===== config.mk =====
export PLATFORM = sky130hd
export DESIGN_NAME = fpga_io_ctrl
export DESIGN_NICKNAME = d
export VERILOG_FILES = /design/src/rtl/fpga_io_ctrl.sv
export SDC_FILE = /design/constraint.sdc
export NUM_CORES = 1
export LEC_CHECK = 0
export CORE_ASPECT_RATIO = 1.25
export CORE_MARGIN = 2
export CORE_UTILIZATION = 30
export CTS_BUF_LIST = sky130_fd_sc_hd__clkbuf_4 sky130_fd_sc_hd__clkbuf_8
export DETAILED_ROUTE_END_ITERATION = 6
export GPL_TIMING_DRIVEN = 1
export PLACE_DENSITY_LB_ADDON = 0.3
export SLEW_MARGIN = 40
export SYNTH_ARGS = -nofsm -noshare
export SYNTH_HDL_FRONTEND = slang
export SYNTH_SLANG_ARGS = --single-unit
export TNS_END_PERCENT = 10

===== constraint.sdc =====
create_clock -name clk -period 7.2 [get_ports clk]
set_input_delay 2.16 -clock clk [delete_from_list [all_inputs] [get_ports clk]]
set_output_delay 2.16 -clock clk [all_outputs]
set_load 0.02 [all_outputs]

===== src/rtl/fpga_io_ctrl.sv =====
// fpga_io_ctrl: board-level glue between the soft CPU and the FPGA pins.
// It derives the slow CPU clock pair, holds CPU reset through power-up,
// and provides LED output registers. It also debounces the keys and keeps
// sticky press flags that are cleared when the CPU reads them.
module fpga_io_ctrl #(
  parameter int HALF_PERIOD = 10000,
  parameter int STARTUP     = 1000000,
  parameter int NOUT        = 4,
  parameter int OUT_W       = 8,
  parameter int OUT_BASE    = 0,
  parameter int NKEYS       = 4,
  parameter int KEY_ADDR    = 0,
  parameter int EDGE_ADDR   = 4,
  parameter int DEBOUNCE    = 120000,
  parameter int ACTIVE_LOW  = 0
) (
  input  logic                    clk,
  input  logic                    reset,
  input  logic [15:0]             addr,
  input  logic [15:0]             bus,
  input  logic                    DI,
  input  logic                    DO,
  input  logic [NKEYS-1:0]        key,
  output logic [15:0]             busin,
  output logic                    slowclk,
  output logic                    slowclk90,
  output logic                    reset_bar,
  output logic [NOUT*OUT_W-1:0]   leds
);

  // Parameter sanity checks, evaluated at elaboration.
  if (HALF_PERIOD < 4 || (HALF_PERIOD % 2) != 0) begin : g_chk_half_period
    $error("fpga_io_ctrl: HALF_PERIOD must be >= 4 and even");
  end
  if (NOUT < 1 || NOUT > 8) begin : g_chk_nout
    $error("fpga_io_ctrl: NOUT must be 1..8");
  end
  if (OUT_W < 1 || OUT_W > 16) begin : g_chk_out_w
    $error("fpga_io_ctrl: OUT_W must be 1..16");
  end
  if (NKEYS < 1 || NKEYS > 16) begin : g_chk_nkeys
    $error("fpga_io_ctrl: NKEYS must be 1..16");
  end
  if (DEBOUNCE < 1) begin : g_chk_debounce
    $error("fpga_io_ctrl: DEBOUNCE must be >= 1");
  end
  if (EDGE_ADDR == KEY_ADDR) begin : g_chk_edge_addr
    $error("fpga_io_ctrl: EDGE_ADDR must differ from KEY_ADDR");
  end

  localparam int CW = $clog2(HALF_PERIOD);
  localparam int SW = (STARTUP < 1) ? 1 : $clog2(STARTUP + 1);
  localparam int DW = (DEBOUNCE <= 1) ? 1 : $clog2(DEBOUNCE);

  localparam logic [CW-1:0] CNT_LAST = CW'(HALF_PERIOD - 1);
  localparam logic [CW-1:0] CNT_QTR  = CW'(HALF_PERIOD / 2 - 1);
  localparam logic [15:0]   KEY_A    = 16'(KEY_ADDR);
  localparam logic [15:0]   EDGE_A   = 16'(EDGE_ADDR);

  // ------------------------------------------------------------------
  // Slow clock generation and CPU reset
  // ------------------------------------------------------------------
  logic [SW-1:0] r_startup;
  logic          r_running;
  logic [CW-1:0] r_cnt;
  logic          r_slowclk;
  logic          r_slowclk90;
  logic          r_reset_bar;

  // Count down the settle time, then run the phase counter; slowclk90 only
  // starts once slowclk has produced its first rise so that it always lags.
  always_ff @(posedge clk) begin
    if (reset) begin
      r_startup   <= SW'(STARTUP);
      r_running   <= 1'b0;
      r_cnt       <= '0;
      r_slowclk   <= 1'b0;
      r_slowclk90 <= 1'b0;
      r_reset_bar <= 1'b0;
    end else if (!r_running) begin
      if (r_startup != '0) begin
        r_startup <= r_startup - SW'(1);
      end else begin
        r_running <= 1'b1;
        r_cnt     <= '0;
      end
    end else begin
      if (r_cnt == CNT_LAST) begin
        r_cnt       <= '0;
        r_slowclk   <= ~r_slowclk;
        r_reset_bar <= 1'b1;
      end else begin
        r_cnt <= r_cnt + CW'(1);
      end
      if (r_cnt == CNT_QTR && r_reset_bar) begin
        r_slowclk90 <= ~r_slowclk90;
      end
    end
  end

  assign slowclk   = r_slowclk;
  assign slowclk90 = r_slowclk90;
  assign reset_bar = r_reset_bar;

  // ------------------------------------------------------------------
  // Output registers
  // ------------------------------------------------------------------
  logic w_unused_bus;
  assign w_unused_bus = ^bus;

  for (genvar gi = 0; gi < NOUT; gi++) begin : g_out
    localparam logic [15:0] REG_A = 16'(OUT_BASE + gi);
    logic [OUT_W-1:0] r_out;

    // Capture the low bits of the bus whenever this register is addressed.
    always_ff @(posedge clk) begin
      if (reset) begin
        r_out <= '0;
      end else if (DI && addr == REG_A) begin
        r_out <= bus[OUT_W-1:0];
      end
    end

    assign leds[gi*OUT_W +: OUT_W] = (ACTIVE_LOW != 0) ? ~r_out : r_out;
  end

  // ------------------------------------------------------------------
  // Key synchronise and debounce
  // ------------------------------------------------------------------
  logic [NKEYS-1:0] w_deb;
  logic [NKEYS-1:0] w_rise;

  for (genvar gi = 0; gi < NKEYS; gi++) begin : g_key
    logic          r_sync1;
    logic          r_sync2;
    logic          r_deb;
    logic [DW-1:0] r_dcnt;
    logic          w_accept;

    // The debounced level follows the synced pin only after it has
    // disagreed for DEBOUNCE consecutive cycles.
    assign w_accept = (r_sync2 != r_deb) && (r_dcnt == DW'(DEBOUNCE - 1));

    // Two-flop synchroniser followed by the stability counter.
    always_ff @(posedge clk) begin
      if (reset) begin
        r_sync1 <= 1'b0;
        r_sync2 <= 1'b0;
        r_deb   <= 1'b0;
        r_dcnt  <= '0;
      end else begin
        r_sync1 <= key[gi];
        r_sync2 <= r_sync1;
        if (r_sync2 == r_deb) begin
          r_dcnt <= '0;
        end else if (w_accept) begin
          r_deb  <= r_sync2;
          r_dcnt <= '0;
        end else begin
          r_dcnt <= r_dcnt + DW'(1);
        end
      end
    end

    assign w_deb[gi]  = r_deb;
    assign w_rise[gi] = w_accept & r_sync2;
  end

  // ------------------------------------------------------------------
  // Sticky press flags with clear-on-read
  // ------------------------------------------------------------------
  logic             w_rd_edge;
  logic             r_rd_edge_q;
  logic [NKEYS-1:0] r_edge;
  logic [NKEYS-1:0] r_edge_snap;

  assign w_rd_edge = DO && (addr == EDGE_A);

  // Freeze the flags at read start; at read end clear only what was
  // reported, so rises during or at the end of a read are kept.
  always_ff @(posedge clk) begin
    if (reset) begin
      r_rd_edge_q <= 1'b0;
      r_edge      <= '0;
      r_edge_snap <= '0;
    end else begin
      r_rd_edge_q <= w_rd_edge;
      if (w_rd_edge && !r_rd_edge_q) begin
        r_edge_snap <= r_edge;
      end
      if (!w_rd_edge && r_rd_edge_q) begin
        r_edge <= (r_edge & ~r_edge_snap) | w_rise;
      end else begin
        r_edge <= r_edge | w_rise;
      end
    end
  end

  // Zero-latency read mux; idle bus reads as zero.
  always_comb begin
    busin = '0;
    if (DO && addr == KEY_A) begin
      busin[NKEYS-1:0] = w_deb;
    end else if (w_rd_edge) begin
      busin[NKEYS-1:0] = r_edge_snap;
    end
  end

endmodule


==> flow_metrics.env <==
export IMPL_io_pins=91
export IMPL_regToRegSetupSlack_ps=4980
export IMPL_ys_types=54
export IMPL_ys_seq_elements=159
export IMPL_ir_drop_mv=0.114
export IMPL_dieArea_um2=24500
export IMPL_grt_max_degree=52
export IMPL_drc=0
export IMPL_report_final_slew_viol_count=0
export IMPL_reg2reg_to="g_key[3].r_dcnt[6]"
export IMPL_finalSetupViolCount=0
export IMPL_cp_num_buf_inv=2
export IMPL_async_reset_ff_share_pct=0
export IMPL_grt_usage_pct=12.0
export IMPL_netlist_instances=774
export IMPL_cts_max_level=4
export IMPL_finalHoldViolCount=0
export IMPL_cts_hold_buf=0
export IMPL_dr_first_iter_drc_count=235
export IMPL_cap_violations=0
export IMPL_grt_antenna_before_repair=1
export IMPL_grt_pass1_wl_mm=24.1
export IMPL_via_count=5368
export IMPL_postSynthAreaPerCell_um2=9.03
export IMPL_area_delta_synth_final_pct=19.0
export IMPL_power_total_mw=1.61
export IMPL_core_um2=23000
export IMPL_worstPathRequired_ps=5040
export IMPL_drive_gt1_share_pct=6.53
export IMPL_gp_congestion=0.731
export IMPL_tns_ps=0
export IMPL_post_cts_buffers=0
export IMPL_clockRootBuffer="clkbuf_8"
export IMPL_clock_fmax_ghz=0.151
export IMPL_crit_top_cell="clkdlybuf4s50_1"
export IMPL_fin_crit_sh_pct=92.2
export IMPL_critPathMaxFanout=8
export IMPL_worst_r2r_path_depth=5
export IMPL_grt_pass1_vias=5002
export IMPL_place_ws_ps=476
export IMPL_grt_ovfl_total=0
export IMPL_fin_ws_ps=559
export IMPL_clk_latency_ps=460
export IMPL_die_h_um=175
export IMPL_cts_buffers=17
export IMPL_fill_cells=2432
export IMPL_power_density_nw_per_um2=193
export IMPL_cts_buffer_depth=2
export IMPL_layout_nets=891
export IMPL_cts_tree="done"
export IMPL_yosysSeqAreaShare_pct=45.6
export IMPL_avgViaCountPerCell=4.68
export IMPL_hold_class="flip-flop to flip-flop"
export IMPL_fin_skew_ps=15.6
export IMPL_wirelength_mm=14.3
export IMPL_r2r_start="g_key[3].r_dcnt[7]"
export IMPL_clkSinkCount=159
export IMPL_path_cells="clkdlybuf4s50_1 > nor4_4 > nand4_4 > or2_2 > nor2_1 > clkdlybuf4s50_1"
export IMPL_firstDrtPassIters=6
export IMPL_die_w_um=141
export IMPL_cts_repair_resized=0
export IMPL_worst_hold_path_endpoint="g_key[0].r_sync2"
export IMPL_maxSlewHeadroom_pct=55.4
export IMPL_synth_area_um2=6990
export IMPL_detailed_place_hpwl_mm=10.1
export IMPL_max_stage_delay_ps=640
export IMPL_crit_arrival_ps=4480
export IMPL_final_antenna_net_count=0
export IMPL_rows=62
export IMPL_status="finished clean"
export IMPL_period_minus_slack_ps=6640
export IMPL_p_leak_nw=2.64
export IMPL_hold_path_depth=1
export IMPL_port_buffer_count=70
export IMPL_worst_slew_pin_slew_ps=667
export IMPL_end_kind="output pin"
export IMPL_critPathTopFamily="simple AND/OR/NAND/NOR gates"
export IMPL_holdCritStartpoint="g_key[0].r_sync1"
export IMPL_rsz0062_at_grt="false"
export IMPL_path_class="input pin to output pin"
export IMPL_cp_slowest_cell="clkdlybuf4s50_1"
export IMPL_wl_per_cell_um=12.5
export IMPL_start_util_pct=30.4
export IMPL_clk_pin_slew_worst_paths_ps=80
export IMPL_ys_warn_count=0
export IMPL_synth_edf_count=0
export IMPL_setup_worst_path_start_class="input pin"
export IMPL_synth_ff_type="dfxtp_1"
==> synthesized netlist by cell type (8+ instances only) <==
library cell	number	area, um^2
dfxtp_1	159	3180
nor2_1	144	541
nand2_1	50	188
xnor2_1	45	394
mux2i_1	41	410
xor2_1	36	315
nand3_1	27	135
inv_1	22	82.6
nand4_1	22	138
a21oi_1	21	105
nor4_1	18	113
or3_1	18	113
nor3_1	17	85.1
clkbuf_1	16	60.1
and3_1	13	81.3
buf_4	13	97.6
nand2b_1	11	68.8
o21ai_1	10	50.1
nor2b_1	9	56.3
buf_2	8	40.0
==> stage by stage <==
stage               hold WS, ps  std cells  area (um^2)  util (%)
floorplan                   413        785         7030         -
global placement            419       1110         7920      34.5
detailed placement          424       1111         7940      34.6
CTS                         444       1143         8290      36.1
global route                456       1145         8310      36.2
finish                      442       1146         8310      36.2
==> cell type report <==
class	instances	area (um^2)	area share [%]
Antenna cell	1	2.50	0.0301
Clock inverter	15	124	1.49
Clock buffer	17	234	2.81
Multi-Input combinational cell	567	3570	43.0
Tap cell	288	360	4.33
Inverter	22	82.6	0.993
Sequential cell	159	3180	38.3
Timing Repair Buffer	77	756	9.09
==> worst max path at each step <==
stage	to	depth (start not counted)	start
finish	busin[3]	6	addr[8]
global route	busin[3]	6	addr[13]
CTS	busin[3]	6	addr[3]
detailed placement	busin[3]	6	addr[3]
global placement	busin[3]	6	addr[3]
floorplan	busin[0]	4	addr[13]
==> layout by cell type, fill, tap and decap left out, types with 3 or more instances in the layout <==
master	count
ha_1	7
nand3_1	27
a21oi_1	21
nor4_1	18
and4_1	6
nor2b_1	9
or3_1	18
inv_6	9
clkdlybuf4s50_1	69
inv_1	22
a311oi_1	3
mux2i_1	41
nor4b_1	4
and3_1	13
nor4_4	5
nor2_1	144
a211oi_1	4
xnor2_1	45
xor2_1	36
clkbuf_8	17
buf_4	5
nand2_1	50
nor4_2	3
conb_1	12
nand2b_1	11
or4_1	3
o21ai_0	6
nor3_1	17
nand4_1	22
o21ai_1	10
dfxtp_1	159
==> registers in the layout (all words and copies together), names as in the netlist, 4 cells and up <==
register and cells:
g_key.r_deb 4, r_startup 20, g_out.r_out 32, g_key.r_dcnt 68, r_edge 4, g_key.r_sync2 4
r_edge_snap 4, g_key.r_sync1 4, r_cnt 14
==> per-layer routing <==
layer	share of wire [%]	up-vias	GRT usage, %
li1	-	2775	-
met1	45	2511	14.4
met2	50	69	20.5
met3	3.5	13	3.32
met4	1.6	0	4.25
met5	0	-	0
==> logic make-up (layout without fill, tap and decap cells) <==
| family | count (synthesis) | in the layout | share of synthesized area, % |
|---|---|---|---|
| AO/OA/AOI/OAI | 55 | 55 | 4.69 |
| XOR/XNOR | 81 | 81 | 10.2 |
| adder cells (fa/ha/maj) | 7 | 7 | 1.25 |
| buffers and inverters | 59 | 131 | 4.01 |
| flip-flops | 159 | 159 | 45.6 |
| multiplexers | 41 | 41 | 5.87 |
| other | 1 | 13 | 0.0537 |
| AND/OR/NAND/NOR | 371 | 371 | 28.4 |
==> power by group <==
group	internal, mW	leakage [nW]	switching (mW)	total (mW)
clock network	0.249	0.181	0.359	0.609
registers	0.891	1.28	0.0141	0.905
logic	0.0411	1.18	0.0507	0.0918
total	1.18	2.64	0.424	1.61
Note: power is estimated with default switching activity, not from simulation.
